===== src/rtl/counter_ctrl.sv =====
`default_nettype none
// ============================================================================
// Module      : counter_ctrl
// Description : Programmable interval timer controller. Latches terminal value,
//               direction, reload mode and prescale through a valid/ready
//               handshake, then steps an N-bit up/down count under start/stop
//               control and emits a one-cycle tick on each terminal event.
// Revision    : 1.0 - initial release
// ============================================================================
module counter_ctrl #(
  parameter int N  = 8,
  parameter int PW = 4
) (
  input  logic          clk,
  input  logic          rst,
  input  logic          cfg_valid,
  output logic          cfg_ready,
  input  logic [N-1:0]  cfg_limit,
  input  logic          cfg_dir,
  input  logic          cfg_periodic,
  input  logic [PW-1:0] cfg_prescale,
  input  logic          start,
  input  logic          stop,
  output logic [N-1:0]  count,
  output logic          busy,
  output logic          tick,
  output logic          done
);

  typedef enum logic [1:0] {
    S_IDLE = 2'd0,
    S_RUN  = 2'd1,
    S_DONE = 2'd2
  } state_t;

  state_t        r_state, w_state_nxt;
  logic [N-1:0]  r_count, w_count_nxt;
  logic [N-1:0]  r_limit, w_limit_nxt;
  logic          r_dir, w_dir_nxt;
  logic          r_periodic, w_periodic_nxt;
  logic [PW-1:0] r_prescale, w_prescale_nxt;
  logic [PW-1:0] r_pcnt, w_pcnt_nxt;
  logic          r_tick, w_tick_nxt;

  logic          w_cfg_acc;
  logic [N-1:0]  w_limit_eff;
  logic          w_dir_eff;
  logic          w_term;

  always_ff @(posedge clk or negedge rst) begin
    if (!rst) begin
      r_state    <= S_IDLE;
      r_count    <= '0;
      r_limit    <= '0;
      r_dir      <= 1'b1;
      r_periodic <= 1'b0;
      r_prescale <= '0;
      r_pcnt     <= '0;
      r_tick     <= 1'b0;
    end else begin
      r_state    <= w_state_nxt;
      r_count    <= w_count_nxt;
      r_limit    <= w_limit_nxt;
      r_dir      <= w_dir_nxt;
      r_periodic <= w_periodic_nxt;
      r_prescale <= w_prescale_nxt;
      r_pcnt     <= w_pcnt_nxt;
      r_tick     <= w_tick_nxt;
    end
  end

  // A start coinciding with a config transfer must use the offered values.
  assign w_cfg_acc   = cfg_valid && (r_state != S_RUN);
  assign w_limit_eff = w_cfg_acc ? cfg_limit : r_limit;
  assign w_dir_eff   = w_cfg_acc ? cfg_dir   : r_dir;
  assign w_term      = r_dir ? (r_count == r_limit) : (r_count == '0);

  always_comb begin
    w_state_nxt    = r_state;
    w_count_nxt    = r_count;
    w_limit_nxt    = r_limit;
    w_dir_nxt      = r_dir;
    w_periodic_nxt = r_periodic;
    w_prescale_nxt = r_prescale;
    w_pcnt_nxt     = r_pcnt;
    w_tick_nxt     = 1'b0;

    case (r_state)
      S_IDLE, S_DONE: begin
        if (w_cfg_acc) begin
          w_limit_nxt    = cfg_limit;
          w_dir_nxt      = cfg_dir;
          w_periodic_nxt = cfg_periodic;
          w_prescale_nxt = cfg_prescale;
        end
        if (start && !stop) begin
          w_state_nxt = S_RUN;
          w_pcnt_nxt  = '0;
          w_count_nxt = w_dir_eff ? '0 : w_limit_eff;
        end
      end
      S_RUN: begin
        if (stop) begin
          w_state_nxt = S_IDLE;
        end else if (r_pcnt == r_prescale) begin
          w_pcnt_nxt = '0;
          if (w_term) begin
            w_tick_nxt = 1'b1;
            if (r_periodic) begin
              w_count_nxt = r_dir ? '0 : r_limit;
            end else begin
              w_state_nxt = S_DONE;
            end
          end else begin
            w_count_nxt = r_dir ? (r_count + 1'b1) : (r_count - 1'b1);
          end
        end else begin
          w_pcnt_nxt = r_pcnt + 1'b1;
        end
      end
      default: begin
        w_state_nxt = S_IDLE;
      end
    endcase
  end

  assign count     = r_count;
  assign tick      = r_tick;
  assign busy      = (r_state == S_RUN);
  assign done      = (r_state == S_DONE);
  assign cfg_ready = (r_state != S_RUN);

endmodule
`default_nettype wire


===== config.mk =====
export PLATFORM = sky130hd
export DESIGN_NAME = counter_ctrl
export DESIGN_NICKNAME = d
export VERILOG_FILES = /design/src/rtl/counter_ctrl.sv
export SDC_FILE = /design/constraint.sdc
export NUM_CORES = 1
export LEC_CHECK = 0
export ABC_AREA = 0
export BUFFER_PORTS_ARGS = -buffer_cell sky130_fd_sc_hd__buf_2
export CAP_MARGIN = 5
export CORE_ASPECT_RATIO = 0.8
export CORE_MARGIN = 2
export CORE_UTILIZATION = 60
export CTS_BUF_LIST = sky130_fd_sc_hd__clkbuf_8
export CTS_CLUSTER_DIAMETER = 80
export DETAILED_ROUTE_END_ITERATION = 10
export PLACE_DENSITY = 0.9
export SLEW_MARGIN = 0
export SYNTH_ARGS = -nofsm -noshare
export SYNTH_HDL_FRONTEND = slang
export SYNTH_SLANG_ARGS = --single-unit

===== constraint.sdc =====
create_clock -name clk -period 6 [get_ports clk]
set_clock_uncertainty 0.15 [all_clocks]
set_input_delay 0 -clock clk [delete_from_list [all_inputs] [get_ports clk]]
set_output_delay 0 -clock clk [all_outputs]
set_load 0.01 [all_outputs]

# Word-level counts from Yosys, hierarchy flattened
# Cells that the tools add are included.
# Widths: inputs -> output; s select.
totals:
  output_inout_bits: 12
  reg_bits: 29
  in_bits: 19
op_classes:
  add_sub_neg: 3
  n_mux: 26
  n_reduce_logical: 11
  eq_ne: 12
ops:
  columns: ["cell", "n"]
  rows:
  - ["$mux 8", 9]
  - ["$pmux 8 s2", 1]
  - ["$mux 4", 3]
  - ["$mux 2", 5]
  - ["$add 8x1->8 const B", 1]
  - ["$eq 8x8->1", 1]
  - ["$logic_not 8->1", 1]
  - ["$pmux 4 s2", 1]
  - ["$sub 8x1->8 const B", 1]
  - ["$mux 1", 6]
  - ["$ne 3x2->1 const B", 2]
  - ["$ne 3x3->1 const B", 2]
  - ["$reduce_and 5->1", 1]
  - ["$add 4x1->4 const B", 1]
  - ["$eq 4x4->1", 1]
  - ["$ne 2x1->1 const B", 2]
  - ["$ne 2x2->1 const B", 2]
  - ["$pmux 2 s2", 1]
  - ["$reduce_and 4->1", 1]
  - ["$reduce_and 3->1", 1]
  - ["$eq 2x1->1 const B", 1]
  - ["$eq 2x2->1 const B", 1]
  - ["$logic_and 1x1->1", 2]
  - ["$logic_not 2->1", 1]
  - ["other kinds (4)", 4]

# Logic depth before layout (Yosys ltp)
# Gate-level depths: netlist of run 1.
logic_depth:
  word_depth: 6
  depth_mapped: 9
  ltp_nobuf: 8

# Worst setup path after synthesis of run 1
# OpenSTA, ideal clock, no wires.
synth_path:
  path_type: "register to register"
  from: "register r_dir"
  to: "register r_count[7] (netlist: count[7])"
  arrival_time_ns: 2.293
  stages_incl_launch_ff: 10
  synth_period_minus_slack_ns: 2.561
  setup_ns: 0.118
  path_buffers: 1
  slack_ns: 3.439
  cell_sequence: "dfstp_2 clkbuf_1 inv_1 ha_1 a21oi_1 o211ai_1 o41ai_1 xnor2_1 a2bb2o_1 a21o_1"
synth_via:
  elab_chain_cells: 6
  word_cells_on_any_way: 13
synth_rtl:
  columns: ["element", "line_no", "source"]
  rows:
  - ["from (decl)", "39", "logic r_dir, w_dir_nxt;"]
  - ["from (signal assigned)", "64", "r_dir <= w_dir_nxt;"]
  - ["$mux 8", "110", "w_count_nxt = r_dir ? '0 : r_limit;"]
  - ["$mux 8", "109", "if (r_periodic) begin"]
  - ["$mux 8", "107", "if (w_term) begin"]
  - ["$mux 8", "105", "end else if (r_pcnt == r_prescale) begin"]
  - ["$mux 8", "103", "if (stop) begin"]
  - ["$pmux 8 s2", "88", "case (r_state)"]
  - ["to (signal assigned)", "62", "r_count <= w_count_nxt;"]
  - ["to (decl)", "37", "logic [N-1:0] r_count, w_count_nxt;"]
# Several ways; a longest one is shown, not always the timed one. The select of a mux whose other input is x is not followed.
# A chain may end at the register's enable or synchronous reset.

# Final worst setup path of run 1
# Same ends and word-level chain as after synthesis.

==> results of run 1 <==
## kinds of logic (layout without fill, tap and decap cells)
kind of cell               count (synthesis)  count (layout)  synth area share
AOI/OAI and AO/OA                         41              41            0.1699
xor gates and xnor gates                  20              20           0.09749
adders and majority gates                  8               8           0.05989
buffers and inverters                      9              61           0.01880
DFF                                       29              29            0.4046
muxes                                     14              14           0.08774
and+or+nand+nor                           55              55            0.1616
## critical path, delay by kind of cell, from the launching register on
kind                       cells  cell delay [ns]
buffers and inverters          1             0.17
xor gates and xnor gates       1             0.16
adders and majority gates      1             0.32
AOI/OAI and AO/OA              5             1.12
DFF                            1             0.59
## layer usage
| layer | up-vias | global-route usage | share of wire |
|---|---|---|---|
| li1 | 755 | - | - |
| met1 | 755 | 0.3883 | 0.45 |
| met2 | 60 | 0.4490 | 0.46 |
| met3 | 11 | 0.06383 | 0.077 |
| met4 | 0 | 0.1250 | 0.017 |
| met5 | - | 0 | 0 |
## per-stage QoR
step,utilization,power (uW),hold slack [ns]
after global routing,0.8044,836.9,0.1018
after CTS,0.8044,785.8,0.06727
after global placement,0.7077,588.2,-0.1043
after floorplan,-,509.0,-0.4456
final,0.8044,790.9,0.06455
after detailed placement,0.7077,598.0,-0.08929
## cells in the mapped netlist, drive strengths merged, types with 4 or more instances
cell type	number
xnor2	12
mux2	14
ha	7
a21oi	11
inv	5
xor2	8
clkbuf	4
nand2	9
nor3	4
o21ai	5
nor2	14
dfrtp	28
a22o	6
nand3	11
a221o	4
nand2b	4
## state kept, by name, indices dropped and copies added, names as in the netlist
name and flops:
r_limit 8, r_prescale 4, r_periodic 1, r_state 2, r_dir 1, count 8
tick 1, r_pcnt 4
## path summary, 6_finish.rpt
check                                       endpoint  slack [ns]  cells past startpoint
max in group asynchronous     r_limit[4]$_DFFE_PN0N_        5.16                      2
min reg2reg                r_prescale[1]$_DFFE_PN0P_        0.38                      1
min                             count[3]$_DFFE_PN0P_        0.06                      4
min in group asynchronous     r_limit[7]$_DFFE_PN0N_        0.11                      2
max reg2reg                     count[7]$_DFFE_PN0P_        3.39                      8
max                             count[7]$_DFFE_PN0P_        3.39                      8
## power by group through the flow
stage | clock network [uW] | logic [uW] | registers, uW
finish | 179 | 318 | 293
global route | 188 | 350 | 299
global placement | 0 | 296 | 292
CTS | 180 | 314 | 292
floorplan | 0 | 222 | 287
detailed placement | 0 | 303 | 295
## area by class of cell
cell class,count,area share
multi-input cells,138,0.4587
flip-flops and latches,29,0.3219
repair buffers,48,0.1452
clock buffers,7,0.04266
well taps,38,0.02105
inverters,5,0.008310
clock inverters,1,0.002216
## placed cells by master, fill, tap and decap left out, types with 2 or more instances in the layout
cell,synthesis,routed
o21ai_0,4,4
a21o_1,3,3
buf_2,0,30
nand2b_1,4,4
a21oi_1,11,11
nand2_1,8,8
o41ai_1,2,2
xnor2_1,12,12
mux2_2,14,14
nor2_1,13,13
xor2_1,8,8
o21bai_1,2,2
nor3b_1,2,2
nand3_1,11,11
clkbuf_8,0,7
inv_1,5,5
dfrtp_1,28,28
dlygate4sd3_1,0,17
a22o_1,6,6
a211o_1,3,3
nor3_1,4,4
ha_1,7,7
nand4_1,3,3
nor2b_1,3,3
a221o_1,4,4
## repair_timing
item,in CTS,in global routing
hold buffers,17,0
hold endpoints to repair,53,0
buffers inserted,0,0
==> flow_metrics.tcl, run 1 <==
set metrics [dict create \
    die-width_microns 65.18 \
    slew_violations 0 \
    grt_max_degree 30 \
    worst_pin_slew_ns 1.089 \
    drive_above_1_share 0.2588 \
    critPathCaptureType "flip-flop" \
    p_sw_frac 0.3776 \
    crit_arrival_ns 2.64 \
    firstDrtPassIters 4 \
    setup_viol 0 \
    clk_pin_slew_ns 0.06 \
    dp_hpwl_mm 3.141 \
    diodes 0 \
    pin_count 31 \
    cts.sinks 29 \
    fin_nets 254 \
    ys_ff_latch 29 \
    viasPerCell 5.944 \
    max_stage_delay_ns 0.59 \
    cpMaxStageDelayCell "dfstp_2" \
    post_cts_resized 0 \
    syn_avg_cell_area_sq_um 10.21 \
    rows 17 \
    grt_usage 0.2879 \
    p_switching_uw 298.6 \
    yosys-top-cells-area "dfrtp_1 39%, mux2_2 8.8%, xnor2_1 5.8%" \
    timing.fmax_ghz 0.3826 \
    crit_type "flip-flop to flip-flop" \
    p_int_uw 492.3 \
    synth_area_sq_um 1797 \
    antenna_found_initial 0 \
    stdcell_count 266 \
    yosysTopAreaCell "dfrtp_1" \
    htree_levels 2 \
    leakagePower_uw 0.001062 \
    min_path_type "primary input to flip-flop" \
    max-slew-margin-rel 0.2647 \
    yosysWarnings 0 \
    peakVddDrop_mv 0.2695 \
    fin_crit_ns 2.614 \
    hold_viol_final 0 \
    place_congestion 0.9649 \
    final_area_sq_um 2258 \
    startpoint "r_dir$_DFFE_PN1N_" \
    ys_seq_area_frac 0.4046 \
    dp_slack_ns 3.427 \
    rsz0062_at_grt "no" \
    postRouteAntennaNets 0 \
    syn2layout_area_growth_pct 25.70 \
    place_area_sq_um 1987 \
    status "finished, final reports clean" \
    ys_types 38 \
    grt_pass1_vias 1528 \
    die_h_microns 52.95 \
    grt.overflow.total 0 \
    syn_nets 203 \
    synth_edf_count 0 \
    setup_slack_ns 3.386 \
    die_area_sq_um 3451 \
    clk_latency_ns 0.29 \
    grt_pass1_wl_mm 7.169 \
    cts-root-buf "clkbuf_8" \
    core_sq_um 2808 \
    pwr-share-clk 0.226 \
    cp-start-kind "flip-flop" \
    drc_errors 0 \
    cts_tree "built" \
    reg2reg_from "r_dir$_DFFE_PN1N_" \
    io_buffers 30 \
    min_period_over_period 0.4356 \
    nFillCells 188 \
    clock_path_buffers 2 \
    multi_input_area_sq_um 1036 \
    regArea_sq_um 726.9 \
    synth_top_flop_cell "dfrtp_1" \
    async_reset_ff_frac 1.000 \
    tns_ns 0 \
    netlist.area_leader.share 0.3900 \
    num_vias 1581 \
    crit_required_ns 6.03 \
    min_from "cfg_valid" \
    wl_per_cell_microns 16.50 \
    pwr-share-seq 0.371 \
    powerDensity_nw_per_um2 350.2 \
    synth_cells 176 \
    drt_iter0_markers 204 \
    drv_cap 0 \
    initial_core_util 0.6399 \
    crit_chain "inv_1 -> ha_1 -> a21oi_1 -> o211ai_1 -> o41ai_1 -> xnor2_1 -> a2bb2o_1 -> a21o_1" \
    cts_made_buffers 5 \
    combPwrFrac 0.402 \
    routed_wl_mm 4.389 \
    worst-path-max-fanout 8 \
    place_inst 241 \
]
(Power assumes the default switching activity.)
==> run 2, diff against run 1 <==
CORE_UTILIZATION = 58   (was 60)
PLACE_DENSITY = 0.87   (was 0.9)
clock period = 2.51 ns   (was 6 ns; I/O delays follow)
==> run 2 against run 1 <==
  * Cell count rose by 1.5%
  * Clock power rose by 110%
  * Largest cell class unchanged
  * Worst hold slack improved by 0.034 ns
  * Utilization fell by 5.1 points
  * Clock-buffer cell count fell by 2
  * Critical path depth did not move
  * Sequential share of layout area fell by 0.23 points
  * Global-route usage fell by 0.94 points
  * Total power rose by 130%
==> flow_metrics.tcl, run 2 (synthesis gave the netlist of run 1 again) <==
set metrics [dict create \
    grt.overflow.total 0 \
    critPathCaptureType "flip-flop" \
    crit_required_ns 2.54 \
    leakagePower_uw 0.001066 \
    drive_above_1_share 0.2783 \
    status "finished, final reports clean" \
    pin_count 31 \
    mostFrequentLayoutCells "30 x buf_2, 28 x dfrtp_1, 17 x dlygate4sd3_1" \
    slew_violations 0 \
    drc_errors 0 \
    min_period_over_period 0.9527 \
    drt_iter0_markers 104 \
    post-cts-setup-buffers 0 \
    rows 18 \
    dp_slack_ns 0.05839 \
    place_inst 245 \
    diodes 0 \
    nFillCells 202 \
    setup_slack_ns 0.1186 \
    clock_path_buffers 2 \
    max-slew-margin-rel 0.2631 \
    firstDrtPassIters 4 \
    wl_per_cell_microns 16.10 \
    clk_pin_slew_ns 0.07 \
    antenna_found_initial 0 \
    grt_pass1_wl_mm 7.120 \
    cts_tree "built" \
    stdcell_count 270 \
    grt_pass1_vias 1558 \
    cp-start-kind "flip-flop" \
    drv_cap 0 \
    min_path_type "primary input to flip-flop" \
    hold_viol_final 0 \
    initial_core_util 0.5954 \
    r2r_slack_ns 0.12 \
    crit_type "flip-flop to flip-flop" \
    setup_viol 0 \
    worst-path-max-fanout 8 \
    routed_wl_mm 4.348 \
    io_buffers 30 \
    clk_latency_ns 0.28 \
    cts_made_buffers 5 \
    dp_hpwl_mm 3.078 \
    regArea_sq_um 726.9 \
    postRouteAntennaNets 0 \
    die_area_sq_um 3562 \
    fin_nets 256 \
    htree_levels 2 \
    cts.sinks 29 \
    die-width_microns 66.23 \
    final_common_cell "buf_2" \
    core_sq_um 3018 \
    die_h_microns 53.78 \
    powerDensity_nw_per_um2 812.1 \
    num_vias 1558 \
    viasPerCell 5.770 \
    syn2layout_area_growth_pct 26.60 \
    peakVddDrop_mv 0.6107 \
    grt_usage 0.2785 \
    fin_crit_ns 2.391 \
    multi_input_area_sq_um 1050 \
    grt_max_degree 30 \
    crit_arrival_ns 2.42 \
    cts-root-buf "clkbuf_8" \
    worst_pin_slew_ns 1.091 \
    timing.fmax_ghz 0.4182 \
    reg2reg_depth 8 \
    place_congestion 0.9738 \
    whs_path_depth 4 \
]
## run 2: cell types whose count changed in the layout (fill, tap and decap cells not counted), sizes merged
cell | before | now
buf | 31 | 33
clkbuf | 7 | 5
clkinv | 1 | 2
clkinvlp | 0 | 1
## run 2: area by class of cell
type | count | share of cell area
well taps | 40 | 0.02200
inverters | 5 | 0.008251
clock inverters | 3 | 0.007701
repair buffers | 50 | 0.1507
clock buffers | 5 | 0.03025
multi-input cells | 138 | 0.4615
flip-flops and latches | 29 | 0.3196
## run 2: power breakdown
group          internal, uW  leakage, uW  switching, uW
Sequential              560     0.000362            134
Combinational           381     0.000660            400
Clock                   191    0.0000439            182
## run 2: worst max-delay path, cell delays in order, from the launching register on
cell and delay, ns:
dfstp_2 0.53, inv_1 0.13, ha_1 0.38, nand3_1 0.12, o211ai_1 0.13, o41ai_2 0.25
xnor2_1 0.14, a2bb2o_1 0.27, a21o_1 0.17
## run 2: what timing repair did
action	in CTS	in global routing
setup endpoints to repair	0	2
hold buffers	17	0
resized for setup	0	3
hold endpoints to repair	53	0
## run 2: per-stage QoR
step           area [sq um]  setup TNS (ns)  hold WS, ns    util  power, uW
2_1_floorplan          1798               0      -0.4456       -       1217
3_3_place_gp           2004               0     -0.09482  0.6642       1404
3_5_place_dp           2004               0     -0.09134  0.6642       1422
4_1_cts                2261               0      0.08779  0.7492       1823
5_1_grt                2275       -0.009634       0.1475  0.7537       1979
6_report               2275               0      0.09828  0.7537       1847
## run 2: layer usage
metal / part of all wire / track usage / wire (microns)
met3: 0.089 / 0.09623 / 387
met4: 0.0092 / 0.07483 / 40
met1: 0.44 / 0.3614 / 1923
met2: 0.46 / 0.4500 / 1996
met5: 0 / 0 / 0
## run 2: path summary, 6_finish.rpt
kind / start / end
max: r_dir$_DFFE_PN1N_ / count[7]$_DFFE_PN0P_
min: cfg_valid / count[3]$_DFFE_PN0P_
max reg2reg: r_dir$_DFFE_PN1N_ / count[7]$_DFFE_PN0P_
min reg2reg: r_prescale[1]$_DFFE_PN0P_ / r_prescale[1]$_DFFE_PN0P_
max in group asynchronous: rst / r_limit[6]$_DFFE_PN0N_
min in group asynchronous: rst / r_state[0]$_DFFE_PN0P_
==> run 3, diff against run 2 <==
CELL_PAD_IN_SITES_DETAIL_PLACEMENT = 1   (was unset)
CELL_PAD_IN_SITES_GLOBAL_PLACEMENT = 1   (was unset)
CORE_UTILIZATION = 45   (was 58)
SLEW_MARGIN = unset   (was 0)
==> run 3 against run 2 <==
  * Global-route usage decreased by 0.83 points
  * Cell count increased by 6.7%
  * Total power increased by 8.1%
  * Worst hold slack got worse by 0.031 ns
  * Sequential power increased by 1%
  * Non-clock buffer count increased by 3
  * Flip-flop and latch count unchanged
  * Maximum frequency decreased by 4.0%
  * Critical path depth unchanged
==> flow_metrics.tcl, run 3 (synthesis gave the netlist of run 1 again) <==
set metrics [dict create \
    cts_made_buffers 5 \
    clk_latency_ns 0.28 \
    setup_slack_ns 0.01934 \
    r2r_slack_ns 0.02 \
    postRouteAntennaNets 0 \
    tns_ns 0 \
    grt.overflow.total 0 \
    min_from "cfg_valid" \
    firstDrtPassIters 4 \
    max_stage_delay_ns 0.53 \
    crit_required_ns 2.53 \
    final_util 0.6168 \
    die_h_microns 60.52 \
    stdcell_count 288 \
    die-width_microns 74.65 \
    final_area_sq_um 2346 \
    grt_pass1_wl_mm 8.990 \
    crit_type "flip-flop to flip-flop" \
    critPathCaptureType "flip-flop" \
    mostFrequentLayoutCells "30 x buf_2, 28 x dfrtp_1, 17 x dlygate4sd3_1" \
    final_common_cell "buf_2" \
    io_buffers 30 \
    pin_count 31 \
    grt_usage 0.2702 \
    hold_end "count[4]$_DFFE_PN0P_" \
    rows 20 \
    dp_slack_ns -0.02205 \
    drt_iter0_markers 97 \
    status "finished, final reports clean" \
    timing.fmax_ghz 0.4015 \
    grt_pass1_vias 1860 \
    combPwrFrac 0.437 \
    pwr-share-clk 0.212 \
    rsz0062_at_grt "yes" \
    p_int_uw 1207 \
    die_area_sq_um 4517 \
    worst_pin_slew_ns 0.6358 \
    leakagePower_uw 0.001096 \
    setup_viol 0 \
    clock_path_buffers 2 \
    num_vias 1646 \
    reg2reg_depth 8 \
    cts.sinks 29 \
    cts_tree "built" \
    fin_nets 259 \
    viasPerCell 5.715 \
    peakVddDrop_mv 0.5478 \
    routed_wl_mm 5.473 \
    whs_path_depth 4 \
    r2r_end "count[6]$_DFFE_PN0P_" \
    powerDensity_nw_per_um2 851.0 \
    grt.met2_usage 0.4564 \
    grt_max_degree 30 \
    syn2layout_area_growth_pct 30.57 \
    hold_viol_final 0 \
    core_sq_um 3804 \
    drv_cap 0 \
    drc_errors 0 \
    reg2reg_from "r_dir$_DFFE_PN1N_" \
    met1_usage 0.3462 \
    cpMaxStageDelayCell "dfstp_2" \
    worst-path-max-fanout 8 \
    cts-root-buf "clkbuf_8" \
    regArea_sq_um 726.9 \
    p_switching_uw 789.2 \
    crit_arrival_ns 2.51 \
    antenna_found_initial 0 \
    worst-path-buf-inv 1 \
    place_inst 263 \
    busiest_layer "met2" \
    clk_pin_slew_ns 0.06 \
    min_period_over_period 0.9923 \
    post-cts-setup-buffers 0 \
    cp-start-kind "flip-flop" \
    crit_chain "inv_1 -> fa_1 -> a21o_1 -> a21oi_2 -> o21bai_1 -> a21oi_1 -> xnor2_1 -> a221o_1" \
    wl_per_cell_microns 19.00 \
    diodes 0 \
    drive_above_1_share 0.2918 \
    min_path_type "primary input to flip-flop" \
    slew_violations 0 \
    dp_hpwl_mm 3.849 \
    initial_core_util 0.4724 \
    fin_crit_ns 2.491 \
    grt_util_met3 0.06645 \
    nFillCells 442 \
    p_sw_frac 0.3953 \
    path_delay_family "compound AO/OA/AOI/OAI gates" \
    htree_levels 2 \
    multi_input_area_sq_um 1065 \
    place_congestion 0.8488 \
    max-slew-margin-rel 0.5761 \
    place_area_sq_um 2046 \
    pwr-share-seq 0.352 \
]
[run 3: cell count changes in the layout (fill, tap and decap cells not counted), sizes merged]
cell / change
clkinvlp: -1
clkinv: -1
clkbuf: +2
buf: +3
[run 3: routing by layer]
metal	vias to the layer above	wire [microns]
met1	821	2418
met5	-	0
met4	0	116
li1	762	-
met2	49	2727
met3	14	210
[run 3: metrics by stage]
stage / total power (uW) / hold WS (ns)
after CTS: 1949 / 0.06904
final: 1996 / 0.06748
after detailed placement: 1481 / -0.09599
after global placement: 1427 / -0.09292
after global routing: 2109 / 0.1165
after floorplan: 1217 / -0.4456
[run 3: worst reg2reg max path, delay by kind of cell, from the launching register on]
family	cells	cell delay (ns)
AO/OA/AOI/OAI	5	1.00
flip-flops	1	0.53
adder cells (fa/ha/maj)	1	0.47
buffers and inverters	1	0.15
XOR/XNOR	1	0.09
[run 3: worst max-delay path by stage]
stage | startpoint | endpoint | depth (start not counted)
CTS | r_dir$_DFFE_PN1N_ | count[6]$_DFFE_PN0P_ | 8
floorplan | r_dir$_DFFE_PN1N_ | count[7]$_DFFE_PN0P_ | 9
global route | r_dir$_DFFE_PN1N_ | count[7]$_DFFE_PN0P_ | 8
finish | r_dir$_DFFE_PN1N_ | count[6]$_DFFE_PN0P_ | 8
global placement | r_dir$_DFFE_PN1N_ | count[7]$_DFFE_PN0P_ | 8
detailed placement | r_dir$_DFFE_PN1N_ | count[7]$_DFFE_PN0P_ | 8
[run 3: timing repair]
item                                   4_1_cts  5_1_grt
pin swaps                                    0        0
setup endpoints to repair                    1        8
endpoints found under the hold margin       52        0
hold buffers                                17        0
gates resized for setup                      1        4
[run 3: layout make-up]
class                      instances  area share
multi-input combinational        138      0.4539
sequential                        29      0.3099
timing repair buffer              53      0.1557
clock buffer                       7     0.04107
tap                               55     0.02933
inverter                           5    0.008000
clock inverter                     1    0.002133
[run 3: power groups by stage]
stage / clock network (uW) / logic (uW) / registers, uW
detailed placement: 0 / 779 / 701
finish: 423 / 872 / 702
global route: 451 / 943 / 715
CTS: 427 / 830 / 693
floorplan: 0 / 532 / 685
global placement: 0 / 735 / 692
